`config.mk`:
```
export PLATFORM = sky130hd
export DESIGN_NAME = store_write_buffer
export DESIGN_NICKNAME = d
export VERILOG_FILES = /design/src/rtl/swb_pkg.sv /design/src/rtl/swb_fwd_cam.sv /design/src/rtl/store_write_buffer.sv
export SDC_FILE = /design/constraint.sdc
export NUM_CORES = 1
export LEC_CHECK = 0
export BUFFER_PORTS_ARGS = -buffer_cell sky130_fd_sc_hd__clkbuf_2
export CAP_MARGIN = 20
export CORE_ASPECT_RATIO = 2
export CORE_MARGIN = 5
export CORE_UTILIZATION = 50
export CTS_BUF_LIST = sky130_fd_sc_hd__clkbuf_8
export DETAILED_ROUTE_END_ITERATION = 8
export PLACE_DENSITY_LB_ADDON = 0.05
export RECOVER_POWER = 50
export SLEW_MARGIN = 25
export SYNTH_ARGS = -nofsm -noshare
export SYNTH_HDL_FRONTEND = slang
export SYNTH_SLANG_ARGS = --single-unit
```
`constraint.sdc`:
```
create_clock -name clk -period 4.2 [get_ports clk]
set_input_delay 0 -clock clk [delete_from_list [all_inputs] [get_ports clk]]
set_output_delay 0 -clock clk [all_outputs]
set_load 0.01 [all_outputs]
```
`src/rtl/swb_pkg.sv`:
```
// Shared types, sizing constants and the word-address compare for the store write buffer.
package swb_pkg;

    localparam int unsigned SWB_DEPTH  = 4;
    localparam int unsigned SWB_ADDR_W = 32;
    localparam int unsigned SWB_DATA_W = 32;
    localparam int unsigned PTR_W      = $clog2(SWB_DEPTH);

    typedef struct packed {
        logic                  valid;
        logic [SWB_ADDR_W-1:0] addr;
        logic [SWB_DATA_W-1:0] data;
    } swb_entry_t;

    // Stores are whole words, so only the word address takes part in a match.
    function automatic logic word_match(input logic [SWB_ADDR_W-1:0] a,
                                        input logic [SWB_ADDR_W-1:0] b);
        return (a >> 2) == (b >> 2);
    endfunction

endpackage

```
`src/rtl/swb_fwd_cam.sv`:
```
// Combinational forwarding search: finds the youngest valid buffered store whose word
// address matches the load address.
module swb_fwd_cam
    import swb_pkg::*;
(
    input  swb_entry_t            entries [SWB_DEPTH],
    input  logic [PTR_W-1:0]      rdPtr,
    input  logic [SWB_ADDR_W-1:0] loadAddress,
    output logic                  hit,
    output logic [SWB_DATA_W-1:0] data
);

    always_comb begin
        hit  = 1'b0;
        data = '0;
        // Walk from the head (oldest) forwards so the last match seen is the youngest.
        for (int unsigned i = 0; i < SWB_DEPTH; i++) begin
            if (entries[rdPtr + PTR_W'(i)].valid &&
                word_match(entries[rdPtr + PTR_W'(i)].addr, loadAddress)) begin
                hit  = 1'b1;
                data = entries[rdPtr + PTR_W'(i)].data;
            end
        end
    end

endmodule

```
`src/rtl/store_write_buffer.sv`:
```
// Posted-store FIFO between the core data port and a slower memory bus, with
// youngest-match load forwarding and a registered full stall.
module store_write_buffer
    import swb_pkg::*;
#(
    parameter int unsigned DEPTH  = SWB_DEPTH,
    parameter int unsigned ADDR_W = SWB_ADDR_W,
    parameter int unsigned DATA_W = SWB_DATA_W
) (
    input  logic                   clk,
    input  logic                   reset,
    input  logic                   MemWrite,
    input  logic [ADDR_W-1:0]      DataAddress,
    input  logic [DATA_W-1:0]      WriteData,
    output logic                   StoreStall,
    input  logic [ADDR_W-1:0]      LoadAddress,
    output logic                   LoadHit,
    output logic [DATA_W-1:0]      LoadData,
    output logic                   BusValid,
    output logic [ADDR_W-1:0]      BusAddr,
    output logic [DATA_W-1:0]      BusData,
    input  logic                   BusReady,
    output logic                   Empty,
    output logic [$clog2(DEPTH):0] Count
);

    localparam int unsigned CntW = PTR_W + 1;
    localparam logic [PTR_W-1:0] PtrOne  = 1;
    localparam logic [CntW-1:0]  CntOne  = 1;
    localparam logic [CntW-1:0]  CntFull = CntW'(DEPTH);

    // The entry type is sized by the package, so the instance must agree with it.
    if (DEPTH != SWB_DEPTH || ADDR_W != SWB_ADDR_W || DATA_W != SWB_DATA_W) begin : gParamCheck
        $error("store_write_buffer: DEPTH/ADDR_W/DATA_W must match swb_pkg");
    end
    if (DEPTH < 2 || (DEPTH & (DEPTH - 1)) != 0) begin : gDepthCheck
        $error("store_write_buffer: DEPTH must be a power of two >= 2");
    end

    swb_entry_t       entries [DEPTH];
    logic [PTR_W-1:0] wrPtr;
    logic [PTR_W-1:0] rdPtr;
    logic [CntW-1:0]  count;
    logic             push;
    logic             pop;

    assign Empty      = (count == '0);
    assign StoreStall = (count == CntFull);
    assign BusValid   = !Empty;
    assign BusAddr    = BusValid ? entries[rdPtr].addr : '0;
    assign BusData    = BusValid ? entries[rdPtr].data : '0;
    assign Count      = count;

    // Stall is decoded from registered state only, so a store arriving while full is
    // dropped even if the bus drains an entry in the same cycle.
    assign push = MemWrite && !StoreStall;
    assign pop  = BusValid && BusReady;

    always_ff @(posedge clk) begin
        if (reset) begin
            wrPtr <= '0;
            rdPtr <= '0;
            count <= '0;
            for (int unsigned i = 0; i < DEPTH; i++) begin
                entries[i].valid <= 1'b0;
            end
        end else begin
            if (push) begin
                entries[wrPtr] <= '{valid: 1'b1, addr: DataAddress, data: WriteData};
                wrPtr          <= wrPtr + PtrOne;
            end
            if (pop) begin
                entries[rdPtr].valid <= 1'b0;
                rdPtr                <= rdPtr + PtrOne;
            end
            case ({push, pop})
                2'b10:   count <= count + CntOne;
                2'b01:   count <= count - CntOne;
                default: count <= count;
            endcase
        end
    end

    swb_fwd_cam u_fwd_cam (
        .entries     (entries),
        .rdPtr       (rdPtr),
        .loadAddress (LoadAddress),
        .hit         (LoadHit),
        .data        (LoadData)
    );

endmodule

```
==> metrics.yaml <==
outcome:
  status: "finished, violations left"
  violations: "capacitance limit, slew limit"
synth:
  synth_ff_type: "edfxtp_1"
  netlist_area_sq_um: 17100
  ys_seq_area_frac: 0.462
  ys_seq_elements: 267
  syn-num-nets: 1672
  ys_types: 58
  yosysWarnings: 0
  syn_avg_cell_area_sq_um: 11.0
  yosys.area.top_type: "edfxtp_1"
  netlist.area_leader.share: 0.449
  synth_cells: 1562
  synth_async_sr_flop_share: 0
  ys_top_cells_by_count: "edfxtp_1 (256), nor2_1 (174), mux2i_1 (167), nand2_1 (108), o21ai_0 (93)"
  synthTopCellsByArea: "edfxtp_1 (45%), mux2i_1 (9.8%), mux2_2 (5.3%)"
  synth_edf_count: 256
  yosys.cell_count.top_type: "edfxtp_1"
global_routing:
  grt_max_degree: 76
  gr-total-overflow: 0
  antenna_found_initial: 2
  grtUsageTotal: 0.288
  grt_pass1_wl_microns: 84000
  grt_pass1_vias: 14300
setup_path:
  r2r_cells: 7
  worstPathMaxFanout: 16
  worstSetupPathType: "reg2out"
  end_kind: "output port"
  required_ns: 4.20
  worst_setup_path_start_kind: "register"
  crit_arrival_ns: 4.16
timing:
  maxSlewHeadroom: -0.135
  max_freq_ghz: 0.241
  setup_viol: 0
  hold_slack_ns: 0.231
  period_minus_slack_ns: 4.16
  rsz0062_at_grt: "true"
  setup_slack_ns: 0.0446
  tns_ns: 0
  drv_slew: 73
  tightest_slew_ns: 1.70
  hold_viol: 0
  finalCritPeriodShare: 0.989
  clock_skew_ns: 0.0299
cts:
  clockRootBuffer: "clkbuf_8"
  cts_buffers: 39
  cts.reportedPaths.clkPinSlew_ns: 0.07
  ctsLongestPathBuffers: 3
  cts.sinks: 267
  htreeDepth: 2
  tritoncts: "yes"
  clock_latency_ns: 0.56
route:
  drtIter0Drc: 991
  ant_nets: 0
  num_vias: 14100
  wl_microns: 58500
  drtPass1Iterations: 7
  drc_errors: 0
  routedWlPerCell_microns: 25.7
  routed_via_density: 6.21
die:
  die_y_microns: 272
  rows: 96
  num_io_pins: 203
  die_x_microns: 141
  die_area_sq_um: 38200
  core_area_sq_um: 34100
  start_util: 0.501
placed_design:
  globalplace.congestion: 1.01
  dp_hpwl_microns: 39300
  port_buffers: 200
  dpl_worst_slack_ns: 0.407
layout:
  fin_nets: 1913
  drive_gt1_frac: 0.251
  synthToLayoutAreaGrowth_pct: 21.0
  final_core_util: 0.607
hold_path:
  min_path_cells: 2
  hold_path.class: "in2reg"
power_and_ir_drop:
  finalPower_uw: 11600
  ir_worst_vdd_v: 0.000406
  p_per_area_nw_per_um2: 561
  power.leakage_uw: 0.00701
run:
  maxCapViolCount: 1
==> timing repair <==
action | 4_1_cts | 5_1_grt
pin swaps | 2 | 9
cloned | 2 | 5
hold endpoints to repair | 267 | 0
hold buffers | 68 | 0
setup buffers | 5 | 7
resized for setup | 20 | 99
endpoints found under the setup margin | 32 | 33
==> where the power goes <==
group,total [uW],internal (uW),switching (uW)
clock network,2070,1050,1020
logic,6340,2630,3720
registers,3190,3100,95.4
==> final timing paths <==
path / from / to / slack [ns]
max: rdPtr[0] / LoadData[16] / 0.04
min reg2reg: wrPtr[1] / wrPtr[1] / 0.51
max reg2reg: Count[0] / register / 1.40
min: WriteData[17] / register / 0.23
==> worst max-delay path, stage by stage, from the launching register on <==
cell,delay (ns)
dfxtp_4,0.43
inv_2,0.08
ha_4,0.29
buf_12,0.14
mux4_2,0.51
xor2_1,0.19
a211oi_2,0.30
buf_4,0.17
nand4_1,0.22
buf_6,0.22
clkbuf_16,0.20
a2111oi_2,0.30
a311oi_2,0.08
o22ai_1,0.26
clkbuf_2,0.19
==> logic make-up after synthesis <==
logic type	count (synthesis)	share of synthesized area
XOR/XNOR	94	0.0481
adder cells (fa/ha/maj)	10	0.00775
flip-flops	267	0.462
multiplexers	285	0.197
AND/OR/NAND/NOR	396	0.106
buffers and inverters	163	0.0494
AO/OA/AOI/OAI	347	0.129
==> cell usage in the layout, fill, tap and decap left out, types with 5 or more instances in the layout <==
master	n
a2111oi_1	12
a2111oi_2	20
a211oi_1	8
a21oi_1	83
a221oi_1	5
a22oi_1	9
a2bb2oi_1	9
a311oi_1	11
a311oi_2	21
and2_1	5
and3_1	18
buf_12	15
buf_4	45
buf_6	8
clkbuf_1	69
clkbuf_2	131
clkbuf_8	42
clkinv_1	10
clkinv_2	6
dfxtp_1	9
dlygate4sd3_1	68
edfxtp_1	256
ha_1	8
inv_1	22
mux2_2	81
mux2i_1	156
mux2i_2	11
mux4_2	33
nand2_1	108
nand3_1	5
nand4_1	17
nor2_1	174
nor3_1	5
nor4_1	39
o21ai_0	88
o21ai_1	8
o22ai_1	46
xnor2_1	62
xor2_1	27
==> per-layer routing <==
| layer | wire length (microns) | global-route usage | part of all wire |
|---|---|---|---|
| met1 | 19300 | 0.299 | 0.33 |
| met4 | 4250 | 0.175 | 0.073 |
| met3 | 3270 | 0.0374 | 0.056 |
| met5 | 0 | 0 | 0 |
| met2 | 31700 | 0.539 | 0.54 |
==> through the flow <==
stage / cells / instance area (sq um)
floorplan: 1562 / 17100
global placement: 2116 / 18600
global route: 2275 / 20700
finish: 2275 / 20700
CTS: 2261 / 20200
detailed placement: 2116 / 18600
==> layout make-up <==
type                    instances  area [sq um]
flip-flops and latches        267          7920
clock buffers                  42           578
fillers                      2948         13400
repair buffers                346          2560
diodes                          2          5.00
well taps                     441           552
multi-input cells            1132          8840
inverters                      17          65.1
clock inverters                28           176
Note: power is estimated with default switching activity, not from simulation.
